[config.mk]
export PLATFORM = sky130hd
export DESIGN_NAME = led_fade_pwm
export DESIGN_NICKNAME = d
export VERILOG_FILES = /design/src/rtl/led_fade_pwm.sv
export SDC_FILE = /design/constraint.sdc
export NUM_CORES = 1
export LEC_CHECK = 0
export BUFFER_PORTS_ARGS = -buffer_cell sky130_fd_sc_hd__buf_2
export CORE_ASPECT_RATIO = 2
export CORE_MARGIN = 2
export CORE_UTILIZATION = 55
export CTS_CLUSTER_DIAMETER = 40
export DETAILED_ROUTE_END_ITERATION = 8
export PLACE_DENSITY = 0.83
export SYNTH_ARGS = -nofsm -noshare
export SYNTH_HDL_FRONTEND = slang
export SYNTH_SLANG_ARGS = --single-unit
[constraint.sdc]
create_clock -name CLOCK -period 2.65 [get_ports CLOCK]
set_clock_uncertainty 0.2 [all_clocks]
set_input_delay 0.1325 -clock CLOCK [delete_from_list [all_inputs] [get_ports CLOCK]]
set_output_delay 0.1325 -clock CLOCK [all_outputs]
set_load 0.02 [all_outputs]
[src/rtl/led_fade_pwm.sv]
// PWM brightness and afterglow fade for the red LED pattern.
// The slow-domain pattern is double-synchronized, and each channel keeps its own brightness level.
module led_fade_pwm #(
  parameter int unsigned PWM_BITS = 4,
  parameter int unsigned FADE_DIV = 1024
) (
  input  logic                CLOCK,
  input  logic                RESET,
  input  logic [7:0]          LED_IN,
  input  logic [PWM_BITS-1:0] MAX_LEVEL,
  input  logic                FADE_EN,
  output logic [7:0]          LED_OUT
);

  localparam int unsigned N_LED = 8;
  localparam int unsigned DIV_W = (FADE_DIV > 2) ? $clog2(FADE_DIV) : 1;
  localparam logic [PWM_BITS-1:0] PWM_LAST = PWM_BITS'((1 << PWM_BITS) - 2);
  localparam logic [DIV_W-1:0]    DIV_LAST = DIV_W'(FADE_DIV - 1);

  logic [N_LED-1:0]    sync1;
  logic [N_LED-1:0]    s;
  logic [PWM_BITS-1:0] pwm_cnt;
  logic [DIV_W-1:0]    div_cnt;
  logic [PWM_BITS-1:0] level     [N_LED];
  logic [PWM_BITS-1:0] level_nxt [N_LED];
  logic                fade_tick_c;

  assign fade_tick_c = (div_cnt == DIV_LAST);

  // Per-channel level update: lit tracks MAX_LEVEL, unlit clears or fades by one step per tick.
  always_comb begin
    for (int i = 0; i < int'(N_LED); i++) begin
      level_nxt[i] = level[i];
      if (s[i]) begin
        level_nxt[i] = MAX_LEVEL;
      end else if (!FADE_EN) begin
        level_nxt[i] = '0;
      end else if (fade_tick_c && (level[i] != '0)) begin
        level_nxt[i] = level[i] - PWM_BITS'(1);
      end
    end
  end

  always_ff @(posedge CLOCK or negedge RESET) begin
    if (!RESET) begin
      sync1   <= '0;
      s       <= '0;
      pwm_cnt <= '0;
      div_cnt <= '0;
      LED_OUT <= '0;
      for (int i = 0; i < int'(N_LED); i++) begin
        level[i] <= '0;
      end
    end else begin
      sync1   <= LED_IN;
      s       <= sync1;
      pwm_cnt <= (pwm_cnt == PWM_LAST) ? '0 : pwm_cnt + PWM_BITS'(1);
      div_cnt <= fade_tick_c ? '0 : div_cnt + DIV_W'(1);
      for (int i = 0; i < int'(N_LED); i++) begin
        level[i]   <= level_nxt[i];
        LED_OUT[i] <= (pwm_cnt < level[i]);
      end
    end
  end

endmodule
### Yosys cells after proc, flatten, opt, wreduce, memory -nomap -nowiden

Cells that the tools add are included.

* add/sub/neg operators: 10
* $lt $le $gt $ge: 8
* eq/ne operators: 10
* multiplexer cells: 26
* reductions and logical operators: 16

Operators by type and width (count)
* 4-bit 2-to-1 mux: 25
* 4-bit < comparator: 8
* 4-bit nonzero test: 8
* 4-bit by 1-bit subtractor with 4-bit output, second input constant: 8
* 3-bit by 1-bit != test with 1-bit output, second input constant: 8
* 10-bit by 1-bit adder with 10-bit output, second input constant: 1
* 10-bit == test, second input constant: 1
* 10-bit 2-to-1 mux: 1
* 1-bit logical AND: 8
* 4-bit by 1-bit adder with 4-bit output, second input constant: 1
* 4-bit == test, second input constant: 1

* register bits: 70
* input port bits: 15
* output and inout bits: 8

### Depth between registers and ports, before layout

* depth in word-level cells: 5
* gate-level depth with buffers: 6
* depth with buffers taken out: 6

### Worst setup path before layout

No wires, ideal clock.

* path type: register -> register
* start: register div_cnt[0]
* end: register level[3] (netlist name)
* library setup time: 0.079 ns
* arrival: 1.637 ns
* data required time: 2.371 ns
* slack: 0.733 ns
* stages on the path, launching flop included: 6
* period minus slack after synthesis: 1.917 ns
* cell sequence: dfrtp_1 > ha_1 > nand4_4 > or3_1 > nor4_2 > mux2i_1

* longest elaborated chain between the ends: 3

Ends and longest elaborated chain
* start: declaration: RTL line 23 `logic [DIV_W-1:0] div_cnt;`
* start signal: assignment: RTL line 58 `div_cnt <= fade_tick_c ? '0 : div_cnt + DIV_W'(1);`
* 10-bit == test: RTL line 28 `assign fade_tick_c = (div_cnt == DIV_LAST);`
* 1-bit logical AND: RTL line 38 `end else if (fade_tick_c && (level[i] != '0)) begin`
* 3-bit by 1-bit != test with 1-bit output (no source line)
* end signal: indexed assignment: RTL line 60 `level[i] <= level_nxt[i];`
* end: declaration: RTL line 24 `logic [PWM_BITS-1:0] level [N_LED];`

No other way between the ends.
A chain may end at the register's enable or synchronous reset.

### Worst setup path after layout

Same ends and word-level chain as after synthesis.

==> results.txt <==
The detailed router placed 3211 vias in this run. The logs give 0.5653 for the starting density of the core and 0 for the total inserted antenna cells. The relative slew slack was 0.5279.

The total of cells resized after clock tree synthesis is 0. The run gives 0.4264 as the sequential-to-total area share from yosys stat. During I/O placement, the number of pins put on the boundary was 23. The half-perimeter wire length after detailed placement came out at 6928 um. The signal on the critical path passes through ha_1 > nand4_4 > or3_1 > nor4_2 > mux2i_1.

The floorplan row count is 44. For this run, the slowest stage of the critical path takes 0.58 ns. The logs give 2.68 ns for the required time of the critical path and 0 for the final antenna-violating net count. The tools report the core region area as 7267 sq um.

The final estimated routing congestion in global placement was 0.9204; the post-CTS setup buffer count was 0. Setup repair after global routing left no endpoint under its margin. The final cycle utilization of the critical path is 0.8619. Summed over all failing endpoints, the final setup total negative slack is 0 ns. The maximum fanout along the worst path was 9. For the pin with the worst max-slew slack, the measured transition is 0.7082 ns. Leaving out fill and tap cells, the most frequent cell in the layout is dfrtp_1. The clock passes through at most 2 buffers. The max-capacitance violation count is 0, and the synthesized area per cell is 10.32 sq um.

For the cell area after synthesis, the log shows 4108 sq um. In the layout the commonest cells are dfrtp_1 (70), nand2_1 (41), ha_1 (41). For this design the ratio of total power to cell area is 543.5 nW/um^2. Timing would allow up to 437.8 MHz. The final number of max-transition violations came out at 0. The chip width is 65.11 um. Clock-pin slew was measured on the worst setup and hold paths at 0.05 ns. Dividing the detail-routed via count by the number of cells gives 5.968.

TritonCTS built the clock tree. Total number of yosys warnings: 0. Critical path endpoint category: a flop.

Measured along the y axis, the die boundary spans 126.2 um. In the synthesized netlist, the number of instances is 398. Counting tap cells, the placed design contains a total of 512 instances.

After detailed routing, the number of remaining DRC violations is 0. In the final design database the tool counted 499 nets. The clock insertion delay at the later pin of the skew report is 0.32 ns, and the leakage power is 0.002114 uW. The die covers 8218 sq um.

The startpoint kind of the worst setup timing path is a flop. The tightest min-delay check is of the input pin to flop type. The setup-violating endpoint count in the final report is 0, and the number of global-route vias before repair is 3429. After synthesis the netlist holds a flip-flop and latch count of 70. On the critical path the largest part of the delay comes from simple AND/OR/NAND/NOR gates. The H-tree generated during clock tree synthesis spans 3 levels. The run gives 5 as the detailed-routing iteration count for the pre-antenna-repair pass. After clock tree synthesis, the flow added hold-fix buffers numbering 12.

The cell with the biggest individual delay on the critical path was or3_1. From synthesis to final layout, the design area changed by 15.87%. Across the VDD grid, the largest voltage drop is 0.5803 mV. The total clock buffers created by CTS is 9.

The initial antenna violation count is 0, and the worst path buffer plus inverter count is 0. The post-detailed-routing wire length was 9682 um. For the iteration-0 DRC count of the detailed router, the log shows 126. By startpoint and endpoint, the worst setup path is classified as flop to flop.

The aggregate global-route resource usage is 0.2604, and the share of final-layout standard cells stronger than drive strength 1 is 0.1390. The pin count of the biggest net entering global routing was 32. Input and output buffers added on the ports amount to 22. For the finished layout, the period the worst path requires is 2.284 ns. The clock net in this run drives a total of 70 sinks.

The global-route wire length before repair is 16260 um. The total overflow left after global routing is 0. Once layout is complete, the cells apart from fillers number 538.

The number of nets in the synthesized netlist is 454. The data arrival time of the critical path is 2.32 ns. The flow ran to the end, and the final reports show no timing, DRC or antenna violations. For the number of hold violations in the final report, the log shows 0. In this run the clock root is driven by a clkbuf_16.

The detailed-route wire length per cell was 18.00 um; the number of library cell types mapped by synthesis was 44.
-- per-layer routing --
layer	part of all wire	wire length, um	global-route usage
met1	0.38	3716	0.2950
met2	0.54	5183	0.4536
met3	0.043	420	0.04107
met4	0.037	361	0.1483
met5	0	0	0
-- final cells by class --
cell class | count | area [sq um]
clock buffers | 13 | 270.3
fillers | 596 | 2507
flip-flops and latches | 70 | 1752
inverters | 35 | 131.4
multi-input cells | 280 | 2158
clock inverters | 1 | 5.005
well taps | 92 | 115.1
repair buffers | 47 | 327.8
-- tightest hold or removal path: cells and delay by family --
family                 cells  cell delay [ns]
AO/OA/AOI/OAI              1             0.08
buffers and inverters      1             0.21
AND/OR/NAND/NOR            1             0.07
-- per-stage QoR --
step                utilization  worst slack (ns)  power (uW)  hold WS, ns  area (sq um)
floorplan                     -            0.7332        1382      -0.3631          4108
detailed placement       0.6006            0.4656        1491      0.01813          4364
finish                   0.6550            0.3659        2587      0.01536          4760
global placement         0.6006            0.5538        1474     0.004343          4364
global route             0.6550            0.2637        2695      0.06964          4760
CTS                      0.6550            0.3632        2610      0.01660          4760
-- synthesized netlist by cell type (all sizes together) --
library cell  instances  area, sq um
a2111oi               8        107.6
a211o                 7        61.31
a211oi                5        37.54
a21o                 16        120.1
a21oi                12        60.06
a221o                 4        40.04
a222oi                1        10.01
a22oi                 2        15.01
a311o                 2        20.02
a31oi                 2        12.51
and2                  4        25.02
and3                  1        6.260
buf                  11        58.80
clkbuf                2        7.510
dfrtp                70         1752
ha                   41        513.0
inv                  35        131.4
mux2i                 2        20.02
nand2                41        153.9
nand2b               17        106.4
nand3                10        50.05
nand4                 8        65.06
nand4b               10        87.58
nor2                 19        71.32
nor2b                 5        31.28
nor3                  3        26.28
nor3b                 9        67.56
nor4                 10        153.9
o21ai                14        70.07
o22ai                 1        6.260
o311ai                7        61.31
or2                   1        6.260
or3                   2        12.51
xnor2                12        105.1
xor2                  4        35.03
-- logic make-up after synthesis --
family / Yosys count / share of synthesized area
adder cells (fa/ha/maj): 41 / 0.1249
XOR/XNOR: 16 / 0.03411
multiplexers: 2 / 0.004874
AND/OR/NAND/NOR: 140 / 0.2102
flip-flops: 70 / 0.4264
AO/OA/AOI/OAI: 81 / 0.1514
buffers and inverters: 48 / 0.04813
-- path summary, 6_finish.rpt --
| path | start | endpoint | slack [ns] | cells past startpoint |
|---|---|---|---|---|
| setup / recovery | div_cnt[0] | level[3] | 0.37 | 5 |
| hold / removal | MAX_LEVEL[1] | level[13] | 0.02 | 3 |
| setup reg to reg | div_cnt[0] | level[3] | 0.37 | 5 |
| hold reg to reg | sync1[0] | s[0] | 0.15 | 0 |
| max in group asynchronous | RESET | div_cnt[5] | 1.29 | 3 |
| min in group asynchronous | RESET | sync1[4] | 0.20 | 2 |
-- power by group --
group          leakage (uW)  internal, uW  total (uW)  switching [uW]
Combinational       0.00112           128         310             182
Clock              0.000138           697        1100             399
Sequential         0.000855          1130        1180            48.6
-- sequential cells by signal, summed over array words and instances (netlist names) --
register	flops
pwm_cnt	4
sync1	8
level	32
div_cnt	10
LED_OUT	8
s	8
(Power assumes the default switching activity.)
